<file path="src/rtl/seg7_scan_decoder.sv">
// seg7_scan_decoder: recovers the BCD value of each digit from a time-multiplexed,
// active-low 4-digit 7-segment bus; a frame is published only when two full scans agree.
module seg7_scan_decoder #(
  parameter int SETTLE = 4
) (
  input  logic        clock,
  input  logic        reset,
  input  logic [0:6]  seg,
  input  logic [3:0]  digit_sel,
  output logic [15:0] bcd,
  output logic [3:0]  blank,
  output logic [3:0]  err_digit,
  output logic        err,
  output logic        frame_valid
);

  localparam logic [7:0] CNT_TOP = 8'(SETTLE - 1);

  typedef enum logic [1:0] {
    SYNC    = 2'd0,
    COLLECT = 2'd1,
    COMMIT  = 2'd2
  } state_t;

  state_t      state_reg, state_next;
  logic [3:0]  mask_reg, mask_next;
  logic [7:0]  cnt_reg, cnt_next;
  logic [10:0] pair_reg;
  logic [10:0] pair_now;
  logic [6:0]  seg_vec;
  logic        sel_legal;
  logic        sample;
  logic [1:0]  sample_idx;
  logic [5:0]  sample_code;
  logic [3:0]  slot_we;
  logic        commit_load;

  // Candidate slot layout: [5] blank, [4] invalid, [3:0] nibble.
  logic [5:0]  cand_reg [4];
  logic [15:0] cand_bcd;
  logic [3:0]  cand_blank;
  logic [3:0]  cand_inv;
  logic [23:0] cand_flat;
  logic [23:0] last_reg;
  logic        last_ok_reg;

  function automatic logic [5:0] decode_seg(input logic [6:0] s);
    logic [5:0] code;
    case (s)
      7'b0000001: code = 6'h00;
      7'b1001111: code = 6'h01;
      7'b0010010: code = 6'h02;
      7'b0000110: code = 6'h03;
      7'b1001100: code = 6'h04;
      7'b0100100: code = 6'h05;
      7'b0100000: code = 6'h06;
      7'b0001111: code = 6'h07;
      7'b0000000: code = 6'h08;
      7'b0000100: code = 6'h09;
      7'b1111111: code = 6'b10_1111;
      default:    code = 6'b01_1111;
    endcase
    return code;
  endfunction

  function automatic logic one_low(input logic [3:0] s);
    logic ok;
    case (s)
      4'b1110, 4'b1101, 4'b1011, 4'b0111: ok = 1'b1;
      default:                            ok = 1'b0;
    endcase
    return ok;
  endfunction

  assign seg_vec     = seg;
  assign pair_now    = {digit_sel, seg_vec};
  assign sel_legal   = one_low(digit_sel);
  assign sample_code = decode_seg(seg_vec);

  always_comb begin
    sample_idx = 2'd0;
    case (digit_sel)
      4'b1101: sample_idx = 2'd1;
      4'b1011: sample_idx = 2'd2;
      4'b0111: sample_idx = 2'd3;
      default: sample_idx = 2'd0;
    endcase
  end

  // The counter only climbs while a legal pair is held, so a sample fires once per hold.
  always_comb begin
    cnt_next = cnt_reg;
    if ((pair_now != pair_reg) || !sel_legal) begin
      cnt_next = 8'd0;
    end else if (cnt_reg != CNT_TOP) begin
      cnt_next = cnt_reg + 8'd1;
    end
  end

  assign sample = (cnt_next == CNT_TOP) && (cnt_reg != CNT_TOP);

  always_ff @(posedge clock or posedge reset) begin
    if (reset) begin
      pair_reg <= 11'h7FF;
      cnt_reg  <= 8'd0;
    end else begin
      pair_reg <= pair_now;
      cnt_reg  <= cnt_next;
    end
  end

  always_ff @(posedge clock or posedge reset) begin
    if (reset) begin
      state_reg <= SYNC;
      mask_reg  <= 4'b0000;
    end else begin
      state_reg <= state_next;
      mask_reg  <= mask_next;
    end
  end

  always_comb begin
    state_next  = state_reg;
    mask_next   = mask_reg;
    slot_we     = 4'b0000;
    commit_load = 1'b0;
    case (state_reg)
      SYNC: begin
        if (sample && (sample_idx == 2'd0)) begin
          slot_we    = 4'b0001;
          mask_next  = 4'b0001;
          state_next = COLLECT;
        end
      end
      COLLECT: begin
        if (sample) begin
          slot_we = 4'b0001 << sample_idx;
          if (sample_idx == 2'd0) begin
            mask_next = 4'b0001;
          end else begin
            mask_next = mask_reg | (4'b0001 << sample_idx);
          end
        end
        if (mask_next == 4'b1111) begin
          state_next = COMMIT;
        end
      end
      COMMIT: begin
        // Samples landing here are dropped; the next frame restarts from digit 0.
        commit_load = last_ok_reg && (cand_flat == last_reg);
        mask_next   = 4'b0000;
        state_next  = SYNC;
      end
      default: begin
        mask_next  = 4'b0000;
        state_next = SYNC;
      end
    endcase
  end

  always_ff @(posedge clock or posedge reset) begin
    if (reset) begin
      for (int i = 0; i < 4; i++) begin
        cand_reg[i] <= 6'h00;
      end
    end else begin
      for (int i = 0; i < 4; i++) begin
        if (slot_we[i]) begin
          cand_reg[i] <= sample_code;
        end
      end
    end
  end

  for (genvar gi = 0; gi < 4; gi++) begin : g_flat
    assign cand_bcd[4*gi +: 4] = cand_reg[gi][3:0];
    assign cand_inv[gi]        = cand_reg[gi][4];
    assign cand_blank[gi]      = cand_reg[gi][5];
  end

  assign cand_flat = {cand_blank, cand_inv, cand_bcd};

  always_ff @(posedge clock or posedge reset) begin
    if (reset) begin
      last_reg    <= 24'h000000;
      last_ok_reg <= 1'b0;
    end else if (state_reg == COMMIT) begin
      last_reg    <= cand_flat;
      last_ok_reg <= 1'b1;
    end
  end

  // Published outputs change only on an agreeing commit.
  always_ff @(posedge clock or posedge reset) begin
    if (reset) begin
      bcd         <= 16'h0000;
      blank       <= 4'b1111;
      err_digit   <= 4'b0000;
      frame_valid <= 1'b0;
    end else begin
      frame_valid <= commit_load;
      if (commit_load) begin
        bcd       <= cand_bcd;
        blank     <= cand_blank;
        err_digit <= cand_inv;
      end
    end
  end

  assign err = |err_digit;

endmodule

</file>
<file path="config.mk">
export PLATFORM = sky130hd
export DESIGN_NAME = seg7_scan_decoder
export DESIGN_NICKNAME = d
export VERILOG_FILES = /design/src/rtl/seg7_scan_decoder.sv
export SDC_FILE = /design/constraint.sdc
export NUM_CORES = 1
export LEC_CHECK = 0
export CAP_MARGIN = 20
export CORE_MARGIN = 2
export CORE_UTILIZATION = 52
export CTS_CLUSTER_SIZE = 16
export DETAILED_ROUTE_END_ITERATION = 10
export PLACE_DENSITY = 0.78
export SYNTH_ARGS = -nofsm -noshare
export SYNTH_HDL_FRONTEND = slang
export SYNTH_SLANG_ARGS = --single-unit
</file>
<file path="constraint.sdc">
create_clock -name clock -period 3.9 [get_ports clock]
set_clock_uncertainty 0.2 [all_clocks]
set_input_delay 0.975 -clock clock [delete_from_list [all_inputs] [get_ports clock]]
set_output_delay 0.975 -clock clock [all_outputs]
set_load 0.02 [all_outputs]
</file>
==> metrics.md, run 1 <==
| Metric | Value |
|---|---|
| Crit path max fanout | 9 |
| Synth top area share | 0.457 |
| Final hold vios | 0 |
| Post-Synthesis Cells | 359 |
| First-pass GRT wire length | between 10 and 15 mm |
| Slew @ Worst Pin | 660 ps |
| Via Count | ~2900 |
| Sw Share | 0.243 |
| Number of max-cap violations | 0 |
| Clock Path Buffers | 2 |
| Placeable Area | 8640 sq um |
| CTS tree | built |
| Worst EP arrival | 3400 ps |
| Pint | 1.32 mW |
| Initial antenna violation count | 0 |
| Largest area contributor in the netlist | dfrtp_1 |
| Largest net degree at the start of global routing | between 50 and 60 |
| Clock slew at reported path FFs | 100 ps |
| Worst skew pair latency | about 370 ps |
| Outcome | finished clean |
| Clock net sink count | 99 |
| Fin crit share | 0.858 |
| Filler cells | 660 |
| Worst vdd ir | 0.196 mV |
| Ys async rst share | 1.00 |
| Ys Warns | 0 |
| Mapped Area | 4600 sq um |
| Hold_buf cts | 0 |
| Routed WL | 8.61 mm |
| Synth-to-layout area growth | 15.0% |
| Min Tclk post-route | 3350 ps |
| Overflow after GRT | 0 |
| Setup tns final | 0 ps |
| Synth area leaders | dfrtp_1 (46%), mux2_2 (16%), dfstp_2 (8.6%), xnor2_1 (5.1%), xor2_1 (3.8%) |
| Final Hold Slack | 299 ps |
| Diode count | 0 |
| Leakage Power | between 2 and 2.5 nW |
| Syn_area_per_cell | between 10 and 15 sq um |
| H-tree depth | 3 |
| Setup Viol. Count Final | 0 |
| Combinational share of power | 0.049 |
| Detailed-route DRC error count | 0 |
| Die ar. | a little under 10000 sq um |
| Worst reg2reg startpoint | cnt_reg[0] |
| Crit. End Element | register |
| Site Rows | 34 |
| IO buf count | 38 |
| Vias per cell | 5.59 |
| Clock power frac | 0.357 |
| Ratio of cells with drive above 1 in the final layout | 0.292 |
| Vias in the first global route | 2867 |
| Clk root buf | clkbuf_8 |
| Fin. max-slew vios | 0 |
| Sequential share of power | 0.595 |
| Nets | 413 |
| Syn Nets | 373 |
| Cell breakdown of the critical path | clkdlybuf4s50_1 -> and4b_1 -> a311oi_2 -> nor4_2 -> and4_1 -> buf_4 -> nand3b_2 -> mux2_2 |
| Worst EP required | 3950 ps |
| Relative slew slack | 0.555 |
| Hpwl dp | slightly above 6 mm |
| WL per Instance | 16.8 um |
| Yosys cell types | 47 |
| Crit-path slowest cell | clkdlybuf4s50_1 |
| PD cells | 330 nW/um^2 |
| Yosys reg bits | 99 |
| TritonCTS buffer count | 9 |
| Top-level I/O count | 39 |
| Router iterations before antenna repair | 4 |
| Post-CTS setup buffer count | 0 |
| Max reg flops | 24 |
| Post-synth EDFFs | 0 |
| Post-synth top flop | dfrtp_1 |
| RD Place Congestion | 0.820 |
| Non-filler instance count after layout | 512 |
| Placed Cells | slightly below 500 |
| Post-CTS resize count | 0 |
| Die width | 98.0 um |
| Critical path type | primary input to register |
| Min-delay src | last_ok_reg |
| Switching power | between 400 and 500 uW |
| RSZ-0062 raised after global routing | false |
| Final ANT Viol Nets | 0 |
| Total power draw | 1.75 mW |
| Fmax | between 200 and 300 MHz |
| Crit path from | digit_sel[3] |
| GRT Overall Usage | 0.189 |
| Initial Utilization | 0.533 |
| Critical path's largest stage delay | 640 ps |
| Nature of the critical path startpoint | primary input |
| Min-Delay Path Class | register to register |
| Detailed Route Iter0 Violations | 128 |
| Seq/Total Area, Yosys | 0.543 |
| Die height | 98.0 um |
-- kinds of logic (layout without fill, tap and decap cells) --
| logic type | count (synthesis) | after routing | synth area share |
|---|---|---|---|
| AO/OA/AOI/OAI | 21 | 21 | 0.0307 |
| XOR/XNOR | 47 | 47 | 0.0895 |
| adder cells (fa/ha/maj) | 1 | 1 | 0.00272 |
| buffers and inverters | 19 | 64 | 0.0212 |
| flip-flops | 99 | 99 | 0.543 |
| multiplexers | 73 | 73 | 0.183 |
| AND/OR/NAND/NOR | 99 | 99 | 0.130 |
-- path summary, 6_finish.rpt --
kind                            slack [ps]     endpoint  cells after the start
worst min register to register         300  last_ok_reg                      1
worst min-delay path                   300  last_ok_reg                      1
min in group asynchronous              810       bcd[1]                      2
worst max register to register        1100  cand_bcd[3]                      8
worst max-delay path                   550  cand_bcd[3]                      8
max in group asynchronous             1980     blank[1]                      3
-- per-stage QoR --
step	instance area, sq um	util	setup WS (ps)
floorplan	4600	-	159
global placement	5100	0.591	287
detailed placement	5100	0.591	189
CTS	5290	0.612	578
global route	5290	0.612	410
finish	5290	0.612	552
-- power by group through the flow --
stage	sequential [mW]	clock, mW	combinational, mW
floorplan	1.06	0	0.0490
global placement	1.06	0	0.0840
detailed placement	1.06	0	0.0863
CTS	1.04	0.636	0.0864
global route	1.04	0.681	0.0948
finish	1.04	0.623	0.0849
-- synthesized netlist by cell type (2+ instances only) --
| library cell | n |
|---|---|
| a21oi_1 | 3 |
| a22oi_1 | 2 |
| a31oi_1 | 5 |
| and3_1 | 2 |
| and3b_1 | 2 |
| and4_1 | 2 |
| and4b_1 | 4 |
| buf_2 | 3 |
| buf_6 | 3 |
| clkbuf_1 | 8 |
| dfrtp_1 | 84 |
| dfstp_2 | 15 |
| inv_1 | 4 |
| mux2_2 | 65 |
| mux2_4 | 6 |
| nand2_1 | 14 |
| nand2b_1 | 3 |
| nand3_1 | 9 |
| nand3_2 | 2 |
| nand4_1 | 13 |
| nor2_1 | 18 |
| nor2b_1 | 4 |
| nor3_1 | 4 |
| nor3b_1 | 4 |
| nor4_1 | 6 |
| nor4_2 | 2 |
| o211ai_1 | 2 |
| o21ai_0 | 5 |
| or4_1 | 2 |
| xnor2_1 | 27 |
| xor2_1 | 20 |
-- critical path: cells and delay by family --
kind / cells / cell delay (ps)
multiplexers: 1 / 340
AND/OR/NAND/NOR: 4 / 1160
AO/OA/AOI/OAI: 1 / 100
buffers and inverters: 2 / 820
-- layout by cell type (no fill, tap or decap), drive strengths merged, types with 5 or more instances in the layout --
cell type	netlist	layout
xor2	20	20
nand2	14	14
o21ai	5	5
nor4	8	8
buf	7	6
dfstp	15	15
mux2	72	72
a31oi	5	5
xnor2	27	27
inv	4	6
nor2	18	18
clkdlybuf4s50	0	38
nand3	11	11
nand4	13	13
clkbuf	8	10
dfrtp	84	84
-- routing by layer --
layer  vias to the layer above  GRT usage  part of all wire
met1                      1446      0.262              0.47
met2                        44      0.303              0.49
met3                         8     0.0286             0.028
li1                       1366          -                 -
met5                         -          0                 0
met4                         0     0.0726             0.013
-- area by class of cell --
| class | instances | area (sq um) | share of cell area |
|---|---|---|---|
| Sequential cell | 99 | 2500 | 0.472 |
| Clock inverter | 6 | 48.8 | 0.00923 |
| Inverter | 4 | 17.5 | 0.00331 |
| Tap cell | 108 | 135 | 0.0256 |
| Clock buffer | 10 | 138 | 0.0260 |
| Multi-Input combinational cell | 241 | 2010 | 0.381 |
| Timing Repair Buffer | 44 | 438 | 0.0828 |
No activity file was read; power rests on OpenSTA's default activity.
==> run 2, diff against run 1 <==
--- a/config.mk
+++ b/config.mk
@@ -7,10 +7,10 @@
 export LEC_CHECK = 0
 export CAP_MARGIN = 20
 export CORE_MARGIN = 2
-export CORE_UTILIZATION = 52
+export CORE_UTILIZATION = 40
 export CTS_CLUSTER_SIZE = 16
 export DETAILED_ROUTE_END_ITERATION = 10
-export PLACE_DENSITY = 0.78
+export PLACE_DENSITY = 0.63
 export SYNTH_ARGS = -nofsm -noshare
 export SYNTH_HDL_FRONTEND = slang
 export SYNTH_SLANG_ARGS = --single-unit
==> run 2 against run 1 <==
Against the previous run: register-to-register slack better by 60 ps; wire length is 2.6% higher; critical path type unchanged; cell count is 7.6% higher; utilization is 13 points lower; setup slack worse by 100 ps; global-route usage is 3.7 points lower; largest power group unchanged.
==> metrics.md, run 2 (synthesized netlist as in run 1, its figures left out) <==
| Metric | Value |
|---|---|
| Vias per cell | 5.26 (-5.9%) |
| Total power draw | 2.04 mW (+17%) |
| Final Cell Area | 5480 sq um (+3.6%) |
| Clk root buf | clkbuf_16 |
| Most common cell after layout, fill and taps aside | dfrtp_1 |
| Hpwl dp | 6.23 mm (+0.41%) |
| Largest net degree at the start of global routing | 100 (+75%) |
| Post-CTS resize count | 0 (unchanged) |
| Crit path max fanout | 8 (-1) |
| Vias in the first global route | 2860 (-0.24%) |
| Met1 WL | 4.32 mm (+6.1%) |
| GRT Overall Usage | 0.152 (-0.0368) |
| PD cells | 372 nW/um^2 (+13%) |
| Worst vdd ir | 0.201 mV (+2.6%) |
| Nature of the critical path startpoint | primary input |
| Worst skew pair latency | 340 ps (-30 ps) |
| Relative slew slack | 0.616 (+0.0610) |
| Nets | 417 (+0.97%) |
| Register area | 2500 sq um (unchanged) |
| Fin. max-slew vios | 0 (unchanged) |
| Fin crit share | 0.885 (+0.0263) |
| CTS tree | built |
| Die height | 111 um (+13%) |
| Final hold vios | 0 (unchanged) |
| Top Metal Used | met4 |
| IO buf count | 38 (unchanged) |
| Placed Area | 5170 sq um (+1.4%) |
| Initial Utilization | 0.406 (-0.126) |
| Setup Viol. Count Final | 0 (unchanged) |
| DR WL met2 | 4.01 mm (-4.4%) |
| TritonCTS buffer count | 9 (unchanged) |
| Max reg flops | 24 (unchanged) |
| Via Count | 2899 (+1.2%) |
| Top-level I/O count | 39 (unchanged) |
| Clock net sink count | 99 (unchanged) |
| Filler cells | 1028 (+56%) |
| Detailed-route DRC error count | 0 (unchanged) |
| Clock Path Buffers | 2 (unchanged) |
| Ratio of cells with drive above 1 in the final layout | 0.297 (+0.00449) |
| Number of max-cap violations | 0 (unchanged) |
| First-pass GRT wire length | 14.9 mm (+3.8%) |
| WL per Instance | 16.0 um (-4.7%) |
| Most frequent cells in the layout | dfrtp_1 (84), mux2_2 (65), clkdlybuf4s50_1 (38), xnor2_1 (27), xor2_1 (20) |
| Site Rows | 39 (+15%) |
| Slew @ Worst Pin | 569 ps (-90.5 ps) |
| Final ANT Viol Nets | 0 (unchanged) |
| Leakage Power | 2.55 nW (+3.3%) |
| Overflow after GRT | 0 (unchanged) |
| Detailed Route Iter0 Violations | 106 (-17%) |
| Hold_buf cts | 0 (unchanged) |
| Post-CTS setup buffer count | 0 (unchanged) |
| Non-filler instance count after layout | 551 (+7.6%) |
| Clock slew at reported path FFs | 70 ps (-30 ps) |
| Fmax | 290 MHz (-3.0%) |
| Critical path type | primary input to register |
| Diode count | 0 (unchanged) |
| Placeable Area | 11300 sq um (+31%) |
| Met3 Wirelength | 280 um (+18%) |
| Core utilization of the finished layout | 0.484 (-0.128) |
| H-tree depth | 3 (unchanged) |
| RD Place Congestion | 0.832 (+1.5%) |
| Area of the multi-input gates | 2010 sq um (unchanged) |
| Crit. End Element | register |
| Min-Delay Path Class | register to register |
| Min Tclk post-route | 3450 ps (+103 ps) |
| Die width | 111 um (+13%) |
| Router iterations before antenna repair | 4 (unchanged) |
| Die ar. | 12400 sq um (+29%) |
| Worst EP arrival | 3480 ps (+80 ps) |
| Worst EP required | 3930 ps (-20 ps) |
| RSZ-0062 raised after global routing | false |
| Routed WL | 8.84 mm (+2.6%) |
| Placed Cells | 535 (+7.9%) |
| Setup tns final | 0 ps (unchanged) |
| Outcome | finished clean |
| Initial antenna violation count | 0 (unchanged) |
| Synth-to-layout area growth | 19.1% |
run 2: routing by layer:
metal  up-vias  GRT usage
met5         -          0
met4         0     0.0700
met3        17     0.0262
met2        53      0.228
met1      1456      0.216
li1       1373          -
run 2: report_power, final:
| group | switching (mW) | internal [mW] |
|---|---|---|
| sequential | 0.00277 | 1.04 |
| combinational | 0.0539 | 0.0335 |
| clock | 0.394 | 0.519 |
run 2: critical path: stages:
cell,delay (ps)
clkdlybuf4s50_1,640
and4b_1,410
a311oi_2,90
nor4_2,340
and4_1,360
and4_4,350
mux2_4,310
run 2: final timing paths:
kind / slack [ps] / startpoint / to / cells after the start
min: 270 / last_ok_reg / last_ok_reg / 1
min in group asynchronous: 890 / reset / frame_valid / 3
max: 450 / digit_sel[2] / cand_bcd[8] / 7
max reg2reg: 1160 / cnt_reg[0] / cand_bcd[8] / 7
min reg2reg: 270 / last_ok_reg / last_ok_reg / 1
max in group asynchronous: 2180 / reset / pair_reg[1] / 3
run 2: final cells by class:
class / count / share of cell area
repair buffers: 48 / 0.0854
clock inverters: 5 / 0.0110
inverters: 4 / 0.00320
well taps: 143 / 0.0327
clock buffers: 11 / 0.0443
multi-input cells: 241 / 0.368
flip-flops and latches: 99 / 0.456
run 2: per-stage QoR:
stage	worst slack, ps	hold slack, ps
after global placement	245	253
after floorplan	159	234
after CTS	481	277
after global routing	326	307
after detailed placement	113	256
final	449	273
==> patch (settings of run 2) <==
Reset style: synchronous (`reset`), changed in 5 clocked blocks.
--- a/src/rtl/seg7_scan_decoder.sv
+++ b/src/rtl/seg7_scan_decoder.sv
@@ -99,7 +99,7 @@
 
   assign sample = (cnt_next == CNT_TOP) && (cnt_reg != CNT_TOP);
 
-  always_ff @(posedge clock or posedge reset) begin
+  always_ff @(posedge clock) begin
     if (reset) begin
       pair_reg <= 11'h7FF;
       cnt_reg  <= 8'd0;
@@ -109,7 +109,7 @@
     end
   end
 
-  always_ff @(posedge clock or posedge reset) begin
+  always_ff @(posedge clock) begin
     if (reset) begin
       state_reg <= SYNC;
       mask_reg  <= 4'b0000;
@@ -158,7 +158,7 @@
     endcase
   end
 
-  always_ff @(posedge clock or posedge reset) begin
+  always_ff @(posedge clock) begin
     if (reset) begin
       for (int i = 0; i < 4; i++) begin
         cand_reg[i] <= 6'h00;
@@ -180,7 +180,7 @@
 
   assign cand_flat = {cand_blank, cand_inv, cand_bcd};
 
-  always_ff @(posedge clock or posedge reset) begin
+  always_ff @(posedge clock) begin
     if (reset) begin
       last_reg    <= 24'h000000;
       last_ok_reg <= 1'b0;
@@ -191,7 +191,7 @@
   end
 
   // Published outputs change only on an agreeing commit.
-  always_ff @(posedge clock or posedge reset) begin
+  always_ff @(posedge clock) begin
     if (reset) begin
       bcd         <= 16'h0000;
       blank       <= 4'b1111;
Behaviour: same outputs for any inputs over 10 cycles, from zero or initial values and one cycle with reset high; that may be too few to reach the edited logic, so the function may still have changed.
==> patch against run 2 <==
  * Count of clock-buffer cells in the layout decreased by 2
  * Synthesized area decreased by 1.4%
  * Sequential cell count unchanged
  * Setup slack got worse by 46 ps
  * Core utilization increased by 0.89 points
  * Routed wire length increased by 9.1%
  * Final area decreased by 1.6%
  * Power increased by 4.4%
  * Critical endpoint is now cand_reg[1][0]
==> patch: results (changes against run 2) <==
stage	metric	value	unit	change
timing	hold_ws	270	ps	-3.26 ps
route	drt_iter0_drc	169		+59%
synthesis	synth_enable_flop_cells	24		+24
synthesis	synthMuxAreaShare	0.0602		-0.123
run_status	status	complete, no violations		
min_path	worstHoldStart	last_reg[16]		
finish	nFillCells	1020		-0.78%
synthesis	synthTopCellsByCount	dfxtp_1, nand2_1, nor2_1		
global_routing	grt_max_degree	46		-54%
placed_design	dp.cells	648		+21%
critical_path	r2r_slack	1090	ps	-70 ps
critical_path	slowest_stage	or4_4		
global_routing	grt_use_total	0.161		+0.00910
critical_path	cp_max_fo	6		-2
synthesis	synth_compound_area_frac	0.0762		+0.0454
critical_path	crit_arrival	3360	ps	-120 ps
critical_path	startpoint	digit_sel[3]		
route	wl_per_cell	14.5	um	-9.5%
synthesis	netlist_top_cells_area	dfxtp_1, edfxtp_1, nand2_1		
placed_design	dp_hpwl	7.15	mm	+15%
synthesis	synth_async_sr_flop_share	0		-1.00
placed_design	dp_slack	18.6	ps	-94.3 ps
global_routing	gr-usage-met3	0.0417		+0.0155
placed_design	place_area	0.00508	sq mm	-1.8%
finish	final_nets	533		+28%
route	wl_met3	363	um	+30%
synthesis	syn_nets	495		+33%
route	met1_length	4.27	mm	-1.1%
global_routing	grt_pass1_wl	16.0	mm	+7.7%
power	vdd_ir_drop_max	0.296	mV	+47%
critical_path	rr_endpoint	cand_reg[1][0]		
route	wl_met2	4.73	mm	+18%
patch: cell types whose count changed after synthesis, sizes merged, moves of 4 or more:
| cell | run 2 | this run |
|---|---|---|
| a21oi | 3 | 30 |
| clkbuf | 8 | 23 |
| dfrtp | 84 | 0 |
| dfstp | 15 | 0 |
| dfxtp | 0 | 75 |
| edfxtp | 0 | 24 |
| mux2 | 72 | 2 |
| mux2i | 1 | 25 |
| nand2 | 14 | 71 |
| nor2 | 18 | 69 |
| nor4 | 8 | 4 |
| or2 | 0 | 11 |
| or4 | 2 | 7 |
patch: where the power goes:
group	switching [W]	internal (W)	leakage, nW
Sequential	0.0000191	0.00107	0.839
Clock	0.000414	0.000510	0.154
Combinational	0.0000679	0.0000515	0.847
patch: layout make-up:
type,count,share of cell area
well taps,140,0.0325
flip-flops and latches,99,0.412
clock inverters,7,0.0156
inverters,6,0.00418
multi-input cells,344,0.395
repair buffers,59,0.0989
clock buffers,9,0.0418
